## src/rtl/demux_steer_ctrl.sv

```systemverilog
// Buffered 1:2 steering controller: FIFO of {sel,data} words, head presented to one destination.
// Optional per-destination delivery counters are built when DEMUX_STATS_EN is defined.
module demux_steer_ctrl #(
  parameter int unsigned DATA_W = 16,
  parameter int unsigned DEPTH  = 2
) (
  input  logic              clk,
  input  logic              rst_n,
  input  logic              flush,
  input  logic              in_valid,
  output logic              in_ready,
  input  logic              in_sel,
  input  logic [DATA_W-1:0] in_data,
  output logic              out0_valid,
  input  logic              out0_ready,
  output logic [DATA_W-1:0] out0_data,
  output logic              out1_valid,
  input  logic              out1_ready,
  output logic [DATA_W-1:0] out1_data
`ifdef DEMUX_STATS_EN
  ,
  output logic [15:0]       count0,
  output logic [15:0]       count1
`endif
);

  localparam int unsigned PTR_W = $clog2(DEPTH);

  localparam logic [1:0] ST_EMPTY   = 2'd0;
  localparam logic [1:0] ST_PARTIAL = 2'd1;
  localparam logic [1:0] ST_FULL    = 2'd2;

  localparam logic [PTR_W:0]   OCC_ONE  = {{PTR_W{1'b0}}, 1'b1};
  localparam logic [PTR_W:0]   OCC_FULL = DEPTH[PTR_W:0];
  localparam logic [PTR_W-1:0] PTR_ONE  = {{(PTR_W-1){1'b0}}, 1'b1};

  logic [DATA_W:0]   mem [DEPTH];
  logic [PTR_W-1:0]  rd_ptr;
  logic [PTR_W-1:0]  wr_ptr;
  logic [PTR_W:0]    occ;
  logic [DATA_W-1:0] hold_data;
  logic [1:0]        state;
  logic [DATA_W:0]   head;
  logic              head_sel;
  logic              nonempty;
  logic              push;
  logic              pop;
  logic [DATA_W-1:0] head_data;

  always_comb begin
    state = ST_PARTIAL;
    if (occ == '0)
      state = ST_EMPTY;
    else if (occ == OCC_FULL)
      state = ST_FULL;
  end

  assign head      = mem[rd_ptr];
  assign head_sel  = head[DATA_W];
  assign nonempty  = (state != ST_EMPTY);
  assign in_ready  = (state != ST_FULL);

  assign out0_valid = nonempty & ~head_sel;
  assign out1_valid = nonempty &  head_sel;

  assign push = in_valid & in_ready;
  assign pop  = (out0_valid & out0_ready) | (out1_valid & out1_ready);

  // When empty the data ports keep showing the last word handed out, not a stale slot.
  assign head_data = nonempty ? head[DATA_W-1:0] : hold_data;
  assign out0_data = head_data;
  assign out1_data = head_data;

  always_ff @(posedge clk or negedge rst_n) begin
    if (!rst_n) begin
      rd_ptr    <= '0;
      wr_ptr    <= '0;
      occ       <= '0;
      hold_data <= '0;
      for (int unsigned i = 0; i < DEPTH; i++)
        mem[i] <= '0;
    end else if (flush) begin
      rd_ptr <= '0;
      wr_ptr <= '0;
      occ    <= '0;
    end else begin
      if (push) begin
        mem[wr_ptr] <= {in_sel, in_data};
        wr_ptr      <= wr_ptr + PTR_ONE;
      end
      if (pop) begin
        rd_ptr    <= rd_ptr + PTR_ONE;
        hold_data <= head[DATA_W-1:0];
      end
      if (push && !pop)
        occ <= occ + OCC_ONE;
      else if (pop && !push)
        occ <= occ - OCC_ONE;
    end
  end

`ifdef DEMUX_STATS_EN
  // Flush discards the same-cycle pop, so it is not counted as a delivery.
  always_ff @(posedge clk or negedge rst_n) begin
    if (!rst_n) begin
      count0 <= '0;
      count1 <= '0;
    end else if (!flush) begin
      if (out0_valid && out0_ready && (count0 != '1))
        count0 <= count0 + 16'd1;
      if (out1_valid && out1_ready && (count1 != '1))
        count1 <= count1 + 16'd1;
    end
  end
`endif

endmodule

```

## config.mk

```make
export PLATFORM = sky130hd
export DESIGN_NAME = demux_steer_ctrl
export DESIGN_NICKNAME = d
export VERILOG_FILES = /design/src/rtl/demux_steer_ctrl.sv
export SDC_FILE = /design/constraint.sdc
export NUM_CORES = 1
export LEC_CHECK = 0
export CORE_ASPECT_RATIO = 0.8
export CORE_MARGIN = 4
export CORE_UTILIZATION = 50
export DETAILED_ROUTE_END_ITERATION = 16
export GPL_ROUTABILITY_DRIVEN = 1
export GPL_TIMING_DRIVEN = 0
export PLACE_DENSITY = 0.82
export SKIP_CTS_REPAIR_TIMING = 1
export SLEW_MARGIN = 20
export SYNTH_ARGS = -nofsm -noshare
export SYNTH_HDL_FRONTEND = slang
export SYNTH_SLANG_ARGS = --single-unit
```

## constraint.sdc

```tcl
create_clock -name clk -period 2.55 [get_ports clk]
set_clock_uncertainty 0.15 [all_clocks]
set_input_delay 0.765 -clock clk [delete_from_list [all_inputs] [get_ports clk]]
set_output_delay 0.765 -clock clk [all_outputs]
set_load 0.01 [all_outputs]
```

# Word-level counts from Yosys, hierarchy flattened
# Index checks and enable logic that the tools add are counted.
# W data, S select, Z words.
# totals
output_inout_bits,35
elab_cells,53
input_bits,23
regBits,54
# op_classes
order_cmp,3
n_reduce_logical,12
eq_ne,2
n_mux,16
bitwise,10
addsub,4
# op_table
cell,count
$mux W17,4
$bwmux W34,1
$demux W17 S1,1
$mux W16,1
$mux W2,5
$reduce_bool A2 Y1,3
$and A1 B1 Y1,5
$ge A2 B2 Y1 const B,2
$mux W1,4
$not A1 Y2,2
$reduce_and A2 Y1,2
$logic_and A1 B1 Y1,3
$reduce_bool A3 Y1,1
$add A1 B1 Y1 const B,2
$add A2 B1 Y2 const B,1
$eq A2 B2 Y1 const B,1
$logic_not A1 Y1,2
$logic_not A2 Y1,1
$lt A2 B1 Y1 const B,1
$ne A2 B2 Y1 const B,1
$not A1 Y1,2
$sub A2 B1 Y2 const B,1
$or A1 B1 Y1,1

# Logic depth before layout (Yosys ltp)
# Gate-level depths: netlist (run 1).
# depth
word_depth,12
ltp_mapped,6
mapped_depth_nobuf,4

# Worst setup path before layout (run 1)
# OpenSTA, ideal clock, no wires.
# synth_path
kind,register to output
startpoint,register rd_ptr
endpoint,output out1_data[10]
arrival_ns,1.541
stages_incl_launch_ff,6
n_path_buf,3
required_time_ns,1.635
setup_slack_ns,0.094
path_cell_list,dfrtp_1 -> buf_6 -> buf_1 -> mux2i_1 -> a21oi_1 -> buf_4
# synth_between
elab_chain_cells,5
# synth_rtl
item,line,source
"start, declared",38,logic [PTR_W-1:0] rd_ptr;
"start signal, assigned",92,rd_ptr <= rd_ptr + PTR_ONE;
$not A1 Y2 (not written as such),58,assign head = mem[rd_ptr];
$mux W17 (not written as such) (3 in a row),58,
$mux W16,70,assign head_data = nonempty ? head[DATA_W-1:0] : hold_data;
"end, declared",19,output logic [DATA_W-1:0] out1_data
# No other way between the ends. The select of a mux whose other input is x is not followed.

# Final worst setup path (run 1)
# layout_path
startpoint,register occ[0]
endpoint,output out1_data[9]
# layout_between
elab_chain_cells,5
elab_cells_between_ends,6
classes_between,1 x eq/ne; 3 x mux; 2 x reduce/logical
# layout_rtl
item,line,source
"start, declared",40,logic [PTR_W:0] occ;
"start signal, assigned",96,occ <= occ + OCC_ONE;
"start signal, assigned",98,occ <= occ - OCC_ONE;
$eq A2 B2 Y1,54,else if (occ == OCC_FULL)
$mux W2,54,
$mux W2 *,52,if (occ == '0)
$reduce_bool A2 Y1 *,60,assign nonempty = (state != ST_EMPTY);
$mux W16 *,70,
# Mark *: on every way between the ends. The rest lies on a longest branch, timed or not.

==> results of run 1 <==
metrics by stage:
step,std cells,utilization,hold WS [ns]
finish,363,0.779,0.324
detailed placement,339,0.645,0.345
global placement,339,0.646,0.337
global route,363,0.779,0.381
CTS,347,0.663,0.352
floorplan,221,-,0.319
critical path, delay by kind of cell (launching register included):
kind,cells,cell delay (ns)
simple gates,1,0.29
flops,1,0.43
compound gates,1,0.16
buf+inv,4,0.53
area by class of cell:
cell class / count / area [um2] / share of cell area
Sequential cell: 54 / 1350 / 0.343
Tap cell: 62 / 77.6 / 0.0197
Clock buffer: 7 / 86.3 / 0.0219
Buffer: 25 / 264 / 0.0669
Clock inverter: 1 / 5.00 / 0.00127
Timing Repair Buffer: 73 / 696 / 0.176
Inverter: 16 / 60.1 / 0.0152
Multi-Input combinational cell: 125 / 1400 / 0.355
sequential cells by signal (all words and copies together), names as in the netlist:
register	cells
mem	34
wr_ptr	1
occ	2
rd_ptr	1
hold_data	16
layer usage:
metal | vias to the layer above | routed length, um | GRT usage
li1 | 891 | - | -
met2 | 45 | 3130 | 0.262
met1 | 963 | 2690 | 0.242
met5 | - | 0 | 0
met3 | 9 | 329 | 0.0497
met4 | 0 | 93 | 0.0595
worst paths after layout:
check | from | slack (ns) | cells past startpoint | to
min in group clk | mem[0] | 0.37 | 1 | mem[0]
max in group asynchronous | rst_n | 1.47 | 1 | occ[0]
hold reg to reg | mem[0] | 0.37 | 1 | mem[0]
hold / removal | rst_n | 0.32 | 1 | mem[29]
setup reg to reg | occ[0] | 0.25 | 6 | mem[12]
setup / recovery | occ[0] | -0.09 | 6 | out1_data[9]
placed cells by master (no fill, tap or decap), drive strengths merged, types with 4 or more instances in the layout:
cell type,synthesis,layout
inv,16,16
mux2i,34,34
mux2,34,34
buf,21,58
clkbuf,5,14
dlymetal6s2s,0,13
dfrtp,54,54
nand2,4,4
clkdlybuf4s50,0,20
nor2,20,20
a21oi,18,18
report_power, final:
part | switching [W] | internal [W]
Clock | 0.000265 | 0.000219
Sequential | 0.000261 | 0.00115
Combinational | 0.000834 | 0.00110
kinds of logic (layout without fill, tap and decap cells):
kind of cell,count (synthesis),count (layout),synth area share
mux,68,68,0.281
flops,54,54,0.514
compound gates,23,23,0.0466
simple gates,33,33,0.0647
xor+xnor,1,1,0.00333
buf+inv,42,122,0.0908
==> key figures, run 1 <==
Logic synthesis
  – Synthesized flop and latch total: 54
  – Synth unique cells: 27
  – Commonest cells post-synth: dfrtp_1 (54), mux2_2 (34), mux2i_1 (32)
  – Post-Syn Instances: 221
  – Top-area cell type share of the netlist area: 0.514
  – Most common cell in the synthesized netlist: dfrtp_1
  – Synth Flop Type: dfrtp_1
  – Synth Warn #: 0
  – FFs w/ async S/R, synth: 1.00
  – Number of synthesized flops with an enable pin: 0
  – Syn avg cell area: 11.9 um2
  – Main area contributors after synthesis: dfrtp_1 (51%), mux2_2 (15%), mux2i_1 (12%)
  – Synth Cell Area: 0.00263 mm2
  – Seq/Total Area, Yosys: 0.514
  – Syn Nets: 244
  – Cell taking the most area after synthesis: dfrtp_1

Floorplanning
  – Core area: 0.00506 mm2
  – IO Pins: 58
  – Die X: 89.1 um
  – Starting Density: 0.520
  – Die footprint: 0.00649 mm2
  – Site Rows: 23
  – Die Ht: 72.9 um

Pwr
  – IR drop worst, VDD: 650 uV
  – Tot Pwr: 0.00383 W
  – PwrDens: 972 mW/mm2
  – Leak: 1.76 nW

Placement
  – Placed Instance Area: 0.00327 mm2
  – Post-Place Setup Slack: -0.671 ns
  – Post-DP HPWL: 3820 um
  – Number of port buffers: 56
  – GPL Wtd Cong: 0.692

Clocking
  – TritonCTS clock tree: yes
  – Root buffer cell: clkbuf_8
  – Latest clock arrival within the worst-skew pair: 0.31 ns
  – Clock sinks: 54
  – Num CTS Buffers: 5
  – H-tree depth: 2
  – Reg clk slew, reported paths: 0.09 ns
  – Clk buf depth: 2

Job
  – Max Cap Viol: 0

Timing
  – Maximum operating frequency: 379 MHz
  – Total negative slack: -0.352 ns
  – RSZ-0062 raised after global routing: true
  – Final setup margin: -0.0898 ns
  – Tmin final: 2.64 ns
  – Max-slew violation count: 0
  – Slew margin rel.: 0.559
  – Final setup viols: 6
  – Fin crit share: 1.04
  – Worst-margin pin slew: 0.662 ns
  – Hold Vio Cnt, Final: 0

Final layout
  – Area delta synth->final: 49.9%
  – Finished Cell Area: 0.00394 mm2
  – Layout fillers: 299
  – Layout cell share with drive strength beyond 1: 0.515
  – Final net count: 323
  – # diodes: 0

Global routing
  – Vias in the first global route: 1778
  – Largest net degree at the start of global routing: 55
  – Remaining global-route overflow: 0
  – Total GRT Usage: 0.174
  – First-pass GRT wire length: 8510 um
  – Initial antenna violation count: 0

Outcome
  – Run status: finished with violations
  – Failing checks: negative setup slack

Setup path
  – Maximum net fanout on the critical path: 8
  – Critical Path Max Stage Delay: 0.43 ns
  – Crit-path cells: or2_4, buf_12, buf_6, a21oi_4, buf_4, clkbuf_2
  – Req. time, crit path: 1.64 ns
  – CP max stage cell: dfrtp_2
  – CP Launch Type: flip-flop
  – Crit Path Class: flip-flop to output pin
  – Critical Path AT: 1.72 ns
  – Setup crit end kind: output pin

Detailed routing
  – WL/cell: 17.2 um
  – Remaining antenna violation count: 0
  – DRT Wirelength: 6240 um
  – Number of detailed-route iterations in the first pass: 4
  – DRC: 0
  – Vias: 1908
  – DR iter-0 viols: 64
  – Vias per std cell: 5.26

Min path
  – Worst Hold Class: primary input to asynchronous set/reset pin
No activity file was read; power rests on OpenSTA's default activity.
==> run 2: changes to the inputs <==
--- a/config.mk
+++ b/config.mk
@@ -8,6 +8,7 @@
 export CORE_ASPECT_RATIO = 0.8
 export CORE_MARGIN = 4
 export CORE_UTILIZATION = 50
+export CTS_CLUSTER_SIZE = 30
 export DETAILED_ROUTE_END_ITERATION = 16
 export GPL_ROUTABILITY_DRIVEN = 1
 export GPL_TIMING_DRIVEN = 0
==> results of run 2 <==
Final layout, timing and power as in run 1 (identical DEF).
